===== src/rtl/riscv_mc_ctrl.sv =====
`default_nettype none
// ============================================================================
// Module      : riscv_mc_ctrl
// Description : Control FSM for a multi-cycle RV32I datapath (lw, sw, R/I ALU,
//               beq/bne, jal). Drives mux selects, ALU op and write enables.
// Revision    : 1.0 - initial release
// ============================================================================
module riscv_mc_ctrl #(
    parameter bit ILLEGAL_HALT = 1'b0
) (
    input  logic        clk,
    input  logic        rst,
    input  logic [31:0] instr,
    input  logic        zero,
    output logic        pc_we,
    output logic        adr_src,
    output logic        mem_we,
    output logic        ir_we,
    output logic        reg_we,
    output logic [1:0]  res_src,
    output logic [1:0]  alu_src_a,
    output logic [1:0]  alu_src_b,
    output logic [1:0]  imm_src,
    output logic [3:0]  alu_ctrl,
    output logic [3:0]  state,
    output logic        illegal
);

    typedef enum logic [3:0] {
        S_FETCH    = 4'd0,
        S_DECODE   = 4'd1,
        S_MEMADR   = 4'd2,
        S_MEMREAD  = 4'd3,
        S_MEMWB    = 4'd4,
        S_MEMWRITE = 4'd5,
        S_EXECR    = 4'd6,
        S_EXECI    = 4'd7,
        S_ALUWB    = 4'd8,
        S_BRANCH   = 4'd9,
        S_JAL      = 4'd10,
        S_HALT     = 4'd11
    } state_t;

    localparam logic [6:0] c_OP_LOAD   = 7'b0000011;
    localparam logic [6:0] c_OP_STORE  = 7'b0100011;
    localparam logic [6:0] c_OP_RTYPE  = 7'b0110011;
    localparam logic [6:0] c_OP_ITYPE  = 7'b0010011;
    localparam logic [6:0] c_OP_BRANCH = 7'b1100011;
    localparam logic [6:0] c_OP_JAL    = 7'b1101111;

    localparam logic [3:0] c_ALU_ADD  = 4'd0;
    localparam logic [3:0] c_ALU_SUB  = 4'd1;
    localparam logic [3:0] c_ALU_AND  = 4'd2;
    localparam logic [3:0] c_ALU_OR   = 4'd3;
    localparam logic [3:0] c_ALU_XOR  = 4'd4;
    localparam logic [3:0] c_ALU_SLT  = 4'd5;
    localparam logic [3:0] c_ALU_SLL  = 4'd6;
    localparam logic [3:0] c_ALU_SRL  = 4'd7;
    localparam logic [3:0] c_ALU_SRA  = 4'd8;
    localparam logic [3:0] c_ALU_SLTU = 4'd9;

    localparam logic [1:0] c_IMM_I = 2'd0;
    localparam logic [1:0] c_IMM_S = 2'd1;
    localparam logic [1:0] c_IMM_B = 2'd2;
    localparam logic [1:0] c_IMM_J = 2'd3;

    state_t      r_state;
    state_t      w_next;
    logic [6:0]  w_opcode;
    logic [2:0]  w_funct3;
    logic        w_f7b5;
    logic        w_unused;

    assign w_opcode = instr[6:0];
    assign w_funct3 = instr[14:12];
    assign w_f7b5   = instr[30];
    assign w_unused = ^{instr[31], instr[29:15], instr[11:7]};
    assign state    = r_state;

    // funct7[5] selects SUB only for register-register ops; SRA/SRL always honours it
    function automatic logic [3:0] alu_decode(input logic [2:0] f3,
                                              input logic       f7b5,
                                              input logic       allow_sub);
        logic [3:0] op;
        case (f3)
            3'b000:  op = (allow_sub && f7b5) ? c_ALU_SUB : c_ALU_ADD;
            3'b001:  op = c_ALU_SLL;
            3'b010:  op = c_ALU_SLT;
            3'b011:  op = c_ALU_SLTU;
            3'b100:  op = c_ALU_XOR;
            3'b101:  op = f7b5 ? c_ALU_SRA : c_ALU_SRL;
            3'b110:  op = c_ALU_OR;
            default: op = c_ALU_AND;
        endcase
        return op;
    endfunction

    always_ff @(posedge clk) begin
        if (rst) begin
            r_state <= S_FETCH;
        end else begin
            r_state <= w_next;
        end
    end

    always_comb begin
        w_next    = r_state;
        pc_we     = 1'b0;
        adr_src   = 1'b0;
        mem_we    = 1'b0;
        ir_we     = 1'b0;
        reg_we    = 1'b0;
        res_src   = 2'd0;
        alu_src_a = 2'd0;
        alu_src_b = 2'd0;
        imm_src   = 2'd0;
        alu_ctrl  = c_ALU_ADD;
        illegal   = 1'b0;

        case (r_state)
            S_FETCH: begin
                ir_we     = 1'b1;
                pc_we     = 1'b1;
                alu_src_b = 2'd2;
                res_src   = 2'd2;
                w_next    = S_DECODE;
            end
            S_DECODE: begin
                // Branch/jump target is precomputed here into ALU-out
                alu_src_a = 2'd1;
                alu_src_b = 2'd1;
                case (w_opcode)
                    c_OP_LOAD:   begin imm_src = c_IMM_I; w_next = S_MEMADR; end
                    c_OP_STORE:  begin imm_src = c_IMM_S; w_next = S_MEMADR; end
                    c_OP_RTYPE:  w_next = S_EXECR;
                    c_OP_ITYPE:  begin imm_src = c_IMM_I; w_next = S_EXECI;  end
                    c_OP_BRANCH: begin imm_src = c_IMM_B; w_next = S_BRANCH; end
                    c_OP_JAL:    begin imm_src = c_IMM_J; w_next = S_JAL;    end
                    default: begin
                        illegal = 1'b1;
                        w_next  = ILLEGAL_HALT ? S_HALT : S_FETCH;
                    end
                endcase
            end
            S_MEMADR: begin
                alu_src_a = 2'd2;
                alu_src_b = 2'd1;
                if (w_opcode == c_OP_STORE) begin
                    imm_src = c_IMM_S;
                    w_next  = S_MEMWRITE;
                end else begin
                    imm_src = c_IMM_I;
                    w_next  = S_MEMREAD;
                end
            end
            S_MEMREAD: begin
                adr_src = 1'b1;
                w_next  = S_MEMWB;
            end
            S_MEMWB: begin
                res_src = 2'd1;
                reg_we  = 1'b1;
                w_next  = S_FETCH;
            end
            S_MEMWRITE: begin
                adr_src = 1'b1;
                mem_we  = 1'b1;
                w_next  = S_FETCH;
            end
            S_EXECR: begin
                alu_src_a = 2'd2;
                alu_ctrl  = alu_decode(w_funct3, w_f7b5, 1'b1);
                w_next    = S_ALUWB;
            end
            S_EXECI: begin
                alu_src_a = 2'd2;
                alu_src_b = 2'd1;
                imm_src   = c_IMM_I;
                alu_ctrl  = alu_decode(w_funct3, w_f7b5, 1'b0);
                w_next    = S_ALUWB;
            end
            S_ALUWB: begin
                reg_we = 1'b1;
                w_next = S_FETCH;
            end
            S_BRANCH: begin
                alu_src_a = 2'd2;
                alu_ctrl  = c_ALU_SUB;
                case (w_funct3)
                    3'b000:  pc_we = zero;
                    3'b001:  pc_we = ~zero;
                    default: pc_we = 1'b0;
                endcase
                w_next = S_FETCH;
            end
            S_JAL: begin
                // PC takes the target held in ALU-out while ALU forms the link value
                alu_src_a = 2'd1;
                alu_src_b = 2'd2;
                pc_we     = 1'b1;
                w_next    = S_ALUWB;
            end
            S_HALT: begin
                w_next = S_HALT;
            end
            default: begin
                w_next = S_FETCH;
            end
        endcase

        if (rst) begin
            pc_we   = 1'b0;
            mem_we  = 1'b0;
            ir_we   = 1'b0;
            reg_we  = 1'b0;
            illegal = 1'b0;
        end
    end

endmodule
`default_nettype wire


===== config.mk =====
export PLATFORM = sky130hd
export DESIGN_NAME = riscv_mc_ctrl
export DESIGN_NICKNAME = d
export VERILOG_FILES = /design/src/rtl/riscv_mc_ctrl.sv
export SDC_FILE = /design/constraint.sdc
export NUM_CORES = 1
export LEC_CHECK = 0
export BUFFER_PORTS_ARGS = -buffer_cell sky130_fd_sc_hd__buf_2
export CAP_MARGIN = 20
export CORE_MARGIN = 10
export CORE_UTILIZATION = 36
export DETAILED_ROUTE_END_ITERATION = 12
export PLACE_DENSITY = 0.85
export SYNTH_ARGS = -nofsm -noshare
export SYNTH_HDL_FRONTEND = slang
export SYNTH_SLANG_ARGS = --single-unit

===== constraint.sdc =====
create_clock -name clk -period 1.55 [get_ports clk]
set_input_delay 0.2325 -clock clk [delete_from_list [all_inputs] [get_ports clk]]
set_output_delay 0.2325 -clock clk [all_outputs]
set_load 0.01 [all_outputs]

Word level (Yosys, flattened, before mapping)
Index checks and enable logic that the tools add are counted.
- add/sub/neg operators: 0
- multiply operators: 0
- div/mod/pow operators: 0
- magnitude comparators: 0
- equality and inequality tests: 23
- shift-type cells: 0
- muxes and demuxes: 27
- bitwise operators: 1
- reduce and logical (&&, ||, !) cells: 11
- operators with widths (cell ; number):
    4-bit one-hot mux with 7 select lines ; 2
    4-bit one-hot mux with 6 select lines ; 1
    4-bit one-hot mux with 5 select lines ; 1
    4-bit by 3-bit == test with 1-bit output, second input constant ; 4
    4-bit == test, second input constant ; 4
    2-bit one-hot mux with 2 select lines ; 4
    7-bit by 6-bit == test with 1-bit output, second input constant ; 2
    7-bit == test, second input constant ; 2
    1-bit 2-to-1 mux ; 13
    4-bit one-hot mux with 3 select lines ; 1
    2-bit OR reduction ; 5
    3-bit == test, second input constant ; 3
    4-bit by 2-bit == test with 1-bit output, second input constant ; 2
    7-bit by 2-bit == test with 1-bit output, second input constant ; 1
    7-bit by 5-bit == test with 1-bit output, second input constant ; 1
    3-bit by 2-bit == test with 1-bit output, second input constant ; 2
    2-bit one-hot mux with 3 select lines ; 1
    3-bit OR reduction ; 2
    6-bit OR reduction ; 1
    4-bit by 1-bit == test with 1-bit output, second input constant ; 1
    4-bit zero test ; 1
    4-bit 2-to-1 mux ; 1
    1-bit one-hot mux with 2 select lines ; 2
    4-bit OR reduction ; 1
    other kinds (4) ; 4
- flip-flop bits (word level): 4
- latch bits: 0
- memory bits (writable): 0
- ROM bits: 0
- bits of input ports: 35
- output and inout bits: 22
- word-level logic and storage cells: 63
- memories kept: 0

Logic depth before layout (Yosys ltp)
Gate-level depths: netlist of run 1.
- word-level depth: 5
- mapped depth: 5
- mapped depth without buffers: 4

Worst setup path before layout of run 1
OpenSTA, ideal clock, no wires.
- kind: reg-to-output
- from: register r_state[1], in the netlist state[1]
- to: output port alu_ctrl[2]
- data arrival time: 1.455 ns
- required time: 1.317 ns
- slack: -0.137 ns
- stages on the path, launching flop included: 5
- path buffers: 1
- path through: dfxtp_1 > buf_6 > nor2b_1 > nand2_1 > a2111oi_0
- longest elaborated chain between the ends: 2
- elaborated cells between the ends (all ways): 4
- those cells by class: eq/ne: 3; mux: 1
- RTL lines (item ; RTL line ; text):
    start, declared ; 67 ; state_t r_state;
    start signal, assigned ; 102 ; r_state <= w_next;
    4-bit == test or 4-bit by 3-bit == test with 1-bit output (tied branches) ; 120 ; case (r_state)
    4-bit one-hot mux with 3 select lines (*) ; 120 ;
    end, declared ; 24 ; output logic [3:0] alu_ctrl,
Mark *: on every way between the ends. The rest lies on a longest branch, timed or not.

Final worst setup path of run 1
- from: register r_state[0], in the netlist state[0]
- to: output port imm_src[1]
- longest elaborated chain between the ends: 2
- elaborated cells between the ends (all ways): 3
- those cells by class: eq/ne: 2; mux: 1
- RTL lines (item ; RTL line ; text):
    4-bit by 2-bit == test with 1-bit output or 4-bit by 1-bit == test with 1-bit output (tied branches) ; 120 ;
    2-bit one-hot mux with 2 select lines (*) ; 120 ;
    end, declared ; 23 ; output logic [1:0] imm_src,
Marks and branches as above.

==> out/metrics.csv, run 1 <==
metric,value,unit
first_global_vias,871,
antenna_found_initial,0,
dieArea,3790,µm²
drv_slew,0,
syn_area_per_cell,6.76,µm²
crit_path_end_kind,output pin,
core-area,1580,µm²
gp_congestion,0.849,
postCtsHoldBufs,0,
relSlewSlack,78.9,%
max-vdd-ir-drop,0.000285,V
grt-ovfl-total,0,
pwr_density_cell,376,nW/µm²
synth_nets,127,
ys_types,41,
drive_gt1_share,56.3,%
cts_sinks,4,
synth_cells,92,
synth_top_area_share,12.9,%
startpoint_type,flop,
wl_per_cell,15.6,µm
cp_max_fo,6,
yosys.area.top_type,dfxtp_1,
synth_ff_type,dfxtp_1,
grt_max_degree,10,
numCtsBuffers,3,
start_util,39.4,%
dr.pass1.iters,4,
seq_area_frac_synth,12.9,%
leakage,0.515,nW
io_buffer_count,35,
largest_reg_flops,4,
critical_path_class,reg -> out,
status,"complete, but fails checks",
period_needed,1.76,ns
required,1.32,ns
drt_iter0_markers,28,
worst_hold_slack,0.285,ns
htreeDepth,1,
dp_hpwl,1800,µm
cts_tree,yes,
drv_cap,0,
fmax,0.569,GHz
final_nets,181,
grt_usage,12.1,%
async_flop_share,0,%
mappedNetlistArea,622,µm²
final-hold-violation-count,0,
die_h,61.6,µm
power.total,0.000406,W
syn_to_final_growth,73.6,%
die_w,61.6,µm
synth_warnings,0,
drcViolationCount,0,
wl,2500,µm
antennaDiodeCount,0,
boundaryPins,57,
finalWorstSetupSlack,-0.206,ns
finalClockSkew,0.0104,ns
vias,895,
violations,setup timing,
hold_class,in -> reg,
ant_nets,0,
clkTransAtPathRegs,0.03,ns
synth_area_leaders,"dfxtp_1 (13%), nor3_1 (7.2%), nor2_1 (6.6%)",
rsz0062_at_grt,true,
avgViaCountPerCell,5.59,
num_rows,14,
grt_pass1_wl,3630,µm
synth-seq-cells,4,
synth_edf_count,0,
tns,-0.860,ns
max-clock-path-buffers,2,
min_period_over_period,113,%
ctsRootBufferMaster,clkbuf_4,
worst_pin_slew,0.315,ns
worst-endpoint-arrival,1.52,ns
worstSkewPairLatency,0.24,ns
setup_viol_count_final,7,
## path summary, 6_finish.rpt
check | slack, ns | end | cells after the start | start
worst min-delay path | 0.29 | state[0]$_SDFF_PP0_ | 2 | rst
worst max-delay path | -0.21 | imm_src[1] | 5 | state[0]$_SDFF_PP0_
worst min register to register | 0.66 | state[0]$_SDFF_PP0_ | 2 | state[2]$_SDFF_PP0_
worst max register to register | 0.03 | state[1]$_SDFF_PP0_ | 7 | state[3]$_SDFF_PP0_
## timing repair
item                                    4_1_cts  5_1_grt
setup buffers                                 4        1
endpoints found under the setup margin       11       14
gates resized for setup                      12       13
pin swaps                                     4        3
## synth_stat cells, types with 2 or more instances
cell       n
inv_1      2
o21ai_0    6
clkbuf_1   3
a21oi_1    4
nor2b_1    4
nand2b_1   2
xnor2_1    3
nand2_1    8
nor2_1    11
nand3_1    2
nor4_1     3
dfxtp_1    4
nor3_1     9
buf_2      3
nor3b_1    2
## critical path, stage by stage (launching register included)
cell,delay [ns]
dfxtp_1,0.35
buf_4,0.19
nand2b_4,0.07
or3_4,0.36
nor3_4,0.15
buf_2,0.17
## cells by family (layout without fill, tap and decap cells)
family | Yosys count | count (layout) | share of synthesized area [%]
simple gates | 55 | 55 | 52.7
compound gates | 19 | 19 | 19.9
xor+xnor | 4 | 4 | 5.63
buf+inv | 9 | 61 | 7.24
mux | 1 | 1 | 1.61
flops | 4 | 4 | 12.9
## per-layer routing
| layer | track usage [%] | vias up | wire [µm] |
|---|---|---|---|
| met3 | 2.26 | 4 | 227 |
| met2 | 22.4 | 46 | 1270 |
| met4 | 6.05 | 0 | 48 |
| met1 | 12.7 | 401 | 950 |
| li1 | - | 444 | - |
| met5 | 0 | - | 0 |
## metrics by stage
stage          instance area, µm²  cells  setup slack, ns  utilization, %
2_1_floorplan                 632     92          0.00517               -
3_3_place_gp                  910    152           0.0287            57.7
3_5_place_dp                  910    152          0.00623            57.7
4_1_cts                      1000    159           -0.190            63.5
5_1_grt                      1080    160           -0.258            68.5
6_report                     1080    160           -0.206            68.5
## cell type report
| cell class | count | area (µm²) |
|---|---|---|
| Clock buffer | 3 | 22.5 |
| Fill cell | 142 | 497 |
| Inverter | 2 | 7.51 |
| Tap cell | 16 | 20.0 |
| Sequential cell | 4 | 86.3 |
| Multi-Input combinational cell | 79 | 599 |
| Timing Repair Buffer | 56 | 344 |
## power breakdown
part	switching, W	total (W)	leakage, nW	internal (W)
Combinational	0.0000926	0.000171	0.467	0.0000785
Sequential	0.00000228	0.000107	0.0344	0.000104
Clock	0.0000419	0.000128	0.0138	0.0000865
## layout by cell type (no fill, tap or decap), types with 2 or more instances in the layout
master | Yosys | routed
a21oi_1 | 4 | 4
buf_2 | 3 | 35
buf_4 | 0 | 18
buf_6 | 1 | 3
clkbuf_4 | 0 | 3
dfxtp_2 | 0 | 2
inv_1 | 2 | 2
nand2_1 | 8 | 7
nand2b_4 | 1 | 2
nand3_1 | 2 | 2
nor2_1 | 11 | 11
nor2b_1 | 4 | 3
nor3_1 | 9 | 6
nor3_2 | 0 | 2
nor3_4 | 1 | 2
nor4_1 | 3 | 2
o21ai_0 | 6 | 4
or3_4 | 1 | 2
xnor2_1 | 3 | 2
No activity file was read; power rests on OpenSTA's default activity.
==> inputs of run 2 (changes only) <==
CTS_BUF_LIST = sky130_fd_sc_hd__clkbuf_16   (was unset)
==> out/metrics.csv, run 2 (synthesis gave the netlist of run 1 again) <==
metric,value,unit
drv_cap,0,
max-clock-path-buffers,2,
htreeDepth,1,
use_met2,22.3,%
finalClockSkew,0.000889,ns
cts_sinks,4,
r2r_slack,0.10,ns
required,1.32,ns
hold_class,in -> reg,
dpl.cell_count,152,
critPathMaxStageDelay,0.50,ns
postCtsHoldBufs,0,
drv_slew,0,
start_util,39.4,%
critical_path_class,reg -> out,
gp_congestion,0.849,
holdPathEnd,state[0]$_SDFF_PP0_,
crit_buf_inv,1,
wl,2580,µm
antennaDiodeCount,0,
dp_hpwl,1800,µm
r2r-start,state[3]$_SDFF_PP0_,
finalWorstSetupSlack,-0.206,ns
grt-ovfl-total,0,
min_period_over_period,113,%
worst_hold_slack,0.293,ns
avgViaCountPerCell,5.55,
fmax,0.569,GHz
fin_cells,160,
violations,setup timing,
cts_tree,yes,
hp-start,rst,
ctsRootBufferMaster,clkbuf_16,
max-vdd-ir-drop,0.000379,V
seq_power_share,15.7,%
pwr_density_cell,604,nW/µm²
io_buffer_count,35,
final_nets,181,
worst_pin_slew,0.341,ns
final_common_cell,buf_2,
cpMaxStageDelayCell,or4_4,
final-hold-violation-count,0,
leakage,0.544,nW
first_global_vias,856,
worst-endpoint-arrival,1.52,ns
p_sw,0.000170,W
power.total,0.000688,W
layout_common_cells,"buf_2 (35), buf_4 (17), nor2_1 (11), nand2_1 (7), nor3_1 (5)",
r2r_cells,7,
syn_to_final_growth,83.1,%
tns,-0.730,ns
antenna_found_initial,0,
wl_per_cell,16.2,µm
die_h,61.6,µm
p_sw_share,24.7,%
grt_usage,12.5,%
ant_nets,0,
clkTransAtPathRegs,0.03,ns
whs_path_depth,2,
internal_power,0.000518,W
dr.pass1.iters,4,
cpLargestDelayFamily,simple AND/OR/NAND/NOR gates,
numCtsBuffers,3,
reg2reg_to,state[1]$_SDFF_PP0_,
boundaryPins,57,
largest_reg_flops,4,
core-area,1580,µm²
die_w,61.6,µm
drive_gt1_share,57.6,%
dp_slack,0.00623,ns
status,"complete, but fails checks",
grt_pass1_wl,3740,µm
grt_max_degree,10,
dieArea,3790,µm²
use_met3,3.91,%
relSlewSlack,77.0,%
grt_use_met1,13.8,%
top_usage_layer,met2,
drcViolationCount,0,
startpoint_type,flop,
period_needed,1.76,ns
worstSkewPairLatency,0.22,ns
vias,888,
drt_iter0_markers,27,
combPwrFrac,25.9,%
setup_viol_count_final,7,
p_clk_share,58.3,%
cp_max_fo,5,
num_rows,14,
rsz0062_at_grt,true,
crit_path_end_kind,output pin,
path_cells,nand3b_1 -> or4_4 -> a21boi_2 -> buf_2,
run 2: worst max path at each step:
stage	startpoint	end	slack, ns	cells after the start
after global placement	state[1]$_SDFF_PP0_	pc_we	0.03	4
after floorplan	state[1]$_SDFF_PP0_	pc_we	0.005	4
after CTS	state[1]$_SDFF_PP0_	pc_we	-0.19	4
final	state[1]$_SDFF_PP0_	pc_we	-0.21	4
after global routing	state[1]$_SDFF_PP0_	pc_we	-0.26	4
after detailed placement	state[1]$_SDFF_PP0_	imm_src[1]	0.006	5
run 2: cell type report:
| type | instances | area (µm²) |
|---|---|---|
| multi-input combinational | 79 | 601 |
| fill | 124 | 438 |
| timing repair buffer | 56 | 348 |
| sequential | 4 | 87.6 |
| clock buffer | 3 | 75.1 |
| tap | 16 | 20.0 |
| inverter | 2 | 7.51 |
run 2: routing by layer:
metal | routed length (µm) | vias to the layer above | share of wire (%)
li1 | - | 440 | -
met1 | 1040 | 399 | 40
met2 | 1320 | 42 | 51
met3 | 184 | 7 | 7.1
met4 | 40 | 0 | 1.5
met5 | 0 | - | 0
run 2: repair_timing:
item | in CTS | in global routing
endpoints found under the setup margin | 10 | 13
cloned | 0 | 0
pin swaps | 4 | 6
setup buffers | 4 | 1
gates resized for setup | 12 | 16
run 2: worst reg2reg max path, cell delays in order, from the launching register on:
cell     delay (ns)
dfxtp_2        0.31
buf_6          0.13
or3_4          0.36
buf_6          0.13
buf_4          0.12
nor2_1         0.07
o21ai_0        0.08
a22oi_1        0.16
run 2: stage by stage:
step	instance area (µm²)	utilization [%]
detailed placement	910	57.7
floorplan	632	-
CTS	1050	66.8
finish	1140	72.2
global route	1140	72.2
global placement	910	57.7
run 2: power groups by stage:
stage / clock network [W] / registers [W] / logic (W)
after floorplan: 0 / 0.000113 / 0.0000751
after global placement: 0 / 0.000109 / 0.000143
after detailed placement: 0 / 0.000110 / 0.000148
after CTS: 0.000406 / 0.000109 / 0.000161
after global routing: 0.000412 / 0.000108 / 0.000194
final: 0.000401 / 0.000108 / 0.000179
==> inputs of run 3 (changes only) <==
TNS_END_PERCENT = 50   (was unset)
==> out/metrics.csv, run 3 (synthesis gave the netlist of run 1 again) <==
metric,value,unit
drive_gt1_share,58.2,%
grt-ovfl-total,0,
max-clock-path-buffers,2,
min_period_over_period,112,%
critical_path_class,reg -> out,
drv_slew,0,
r2r-start,state[0]$_SDFF_PP0_,
worst-endpoint-arrival,1.50,ns
worstSetupPathDepth,4,
dieArea,3790,µm²
largest_reg_flops,4,
wl_met1,919,µm
postCtsHoldBufs,0,
numCtsBuffers,3,
hold_class,in -> reg,
startpoint_type,flop,
cp_max_fo,6,
reg2reg_to,state[1]$_SDFF_PP0_,
design_area,1120,µm²
path_cells,nand3b_1 -> or4_4 -> a21boi_2 -> buf_2,
avgViaCountPerCell,5.50,
worst_hold_slack,0.266,ns
htreeDepth,1,
critPathLaunch,state[1]$_SDFF_PP0_,
finalClockSkew,0.000177,ns
final_common_cell,buf_2,
utilization,71.1,%
die_h,61.6,µm
die_w,61.6,µm
pwr_density_cell,613,nW/µm²
critPathMaxStageDelay,0.49,ns
wl_per_cell,14.1,µm
dp_hpwl,1710,µm
power.total,0.000687,W
layout_common_cells,"buf_2 (35), buf_4 (14), nor2_1 (11), nor3_1 (7), nand2_1 (7)",
drv_cap,0,
io_buffer_count,35,
core-area,1580,µm²
endpoint,pc_we,
drt_iter0_markers,16,
crit_path_end_kind,output pin,
wl,2220,µm
top_layer,met4,
first_global_vias,811,
status,"complete, but fails checks",
grt_pass1_wl,3190,µm
period_needed,1.73,ns
ctsRootBufferMaster,clkbuf_16,
place_area,891,µm²
max-vdd-ir-drop,0.000665,V
crit_buf_inv,1,
r2r_cells,7,
dr.pass1.iters,4,
required,1.32,ns
drcViolationCount,0,
antenna_found_initial,0,
grt_usage,10.8,%
r2r_slack,0.19,ns
rsz0062_at_grt,true,
leakage,0.528,nW
gp_congestion,0.816,
cts_tree,yes,
finalWorstSetupSlack,-0.179,ns
worst_pin_slew,0.340,ns
setup_viol_count_final,3,
ant_nets,0,
met3_length,230,µm
violations,setup timing,
worstSkewPairLatency,0.23,ns
final_nets,178,
dp_slack,-0.0515,ns
cts_sinks,4,
cpMaxStageDelayCell,or4_4,
start_util,39.4,%
relSlewSlack,77.2,%
clkTransAtPathRegs,0.03,ns
route.met2.wl,1050,µm
cpLargestDelayFamily,simple AND/OR/NAND/NOR gates,
fmax,0.578,GHz
final-hold-violation-count,0,
syn_to_final_growth,80.3,%
boundaryPins,57,
antennaDiodeCount,0,
vias,863,
grt_max_degree,11,
num_rows,14,
run 3: cell type report:
class	count	area (µm²)
clock buffers	3	75.1
flip-flops and latches	4	90.1
repair buffers	53	325
multi-input cells	79	601
well taps	16	20.0
fillers	127	455
inverters	2	10.0
run 3: stage by stage:
step	instances	setup TNS (ns)
2_1_floorplan	92	-0.0171
3_3_place_gp	150	-0.0350
3_5_place_dp	150	-0.0515
4_1_cts	154	-0.433
5_1_grt	157	-0.497
6_report	157	-0.284
run 3: worst min-delay path by stage:
stage	depth (start not counted)	to	start
after floorplan	1	state[0]$_SDFF_PP0_	rst
after global placement	2	state[0]$_SDFF_PP0_	rst
after detailed placement	2	state[0]$_SDFF_PP0_	rst
after CTS	2	state[0]$_SDFF_PP0_	rst
after global routing	2	state[0]$_SDFF_PP0_	rst
final	2	state[0]$_SDFF_PP0_	rst
run 3: what timing repair did:
item / in CTS / in global routing
gates resized for setup: 8 / 25
cloned: 0 / 0
setup endpoints to repair: 12 / 14
buffers inserted: 1 / 3
pin swaps: 3 / 6
run 3: per-layer routing:
metal / track usage (%) / vias up
met4: 5.41 / 0
met2: 18.4 / 35
met1: 11.2 / 391
met3: 4.53 / 2
met5: 0 / -
li1: - / 435
run 3: power by group:
part           switching, W  total (W)  internal (W)
clock network     0.0000760   0.000406      0.000330
registers        0.00000202   0.000105      0.000103
logic             0.0000928   0.000176     0.0000831
total              0.000171   0.000687      0.000516
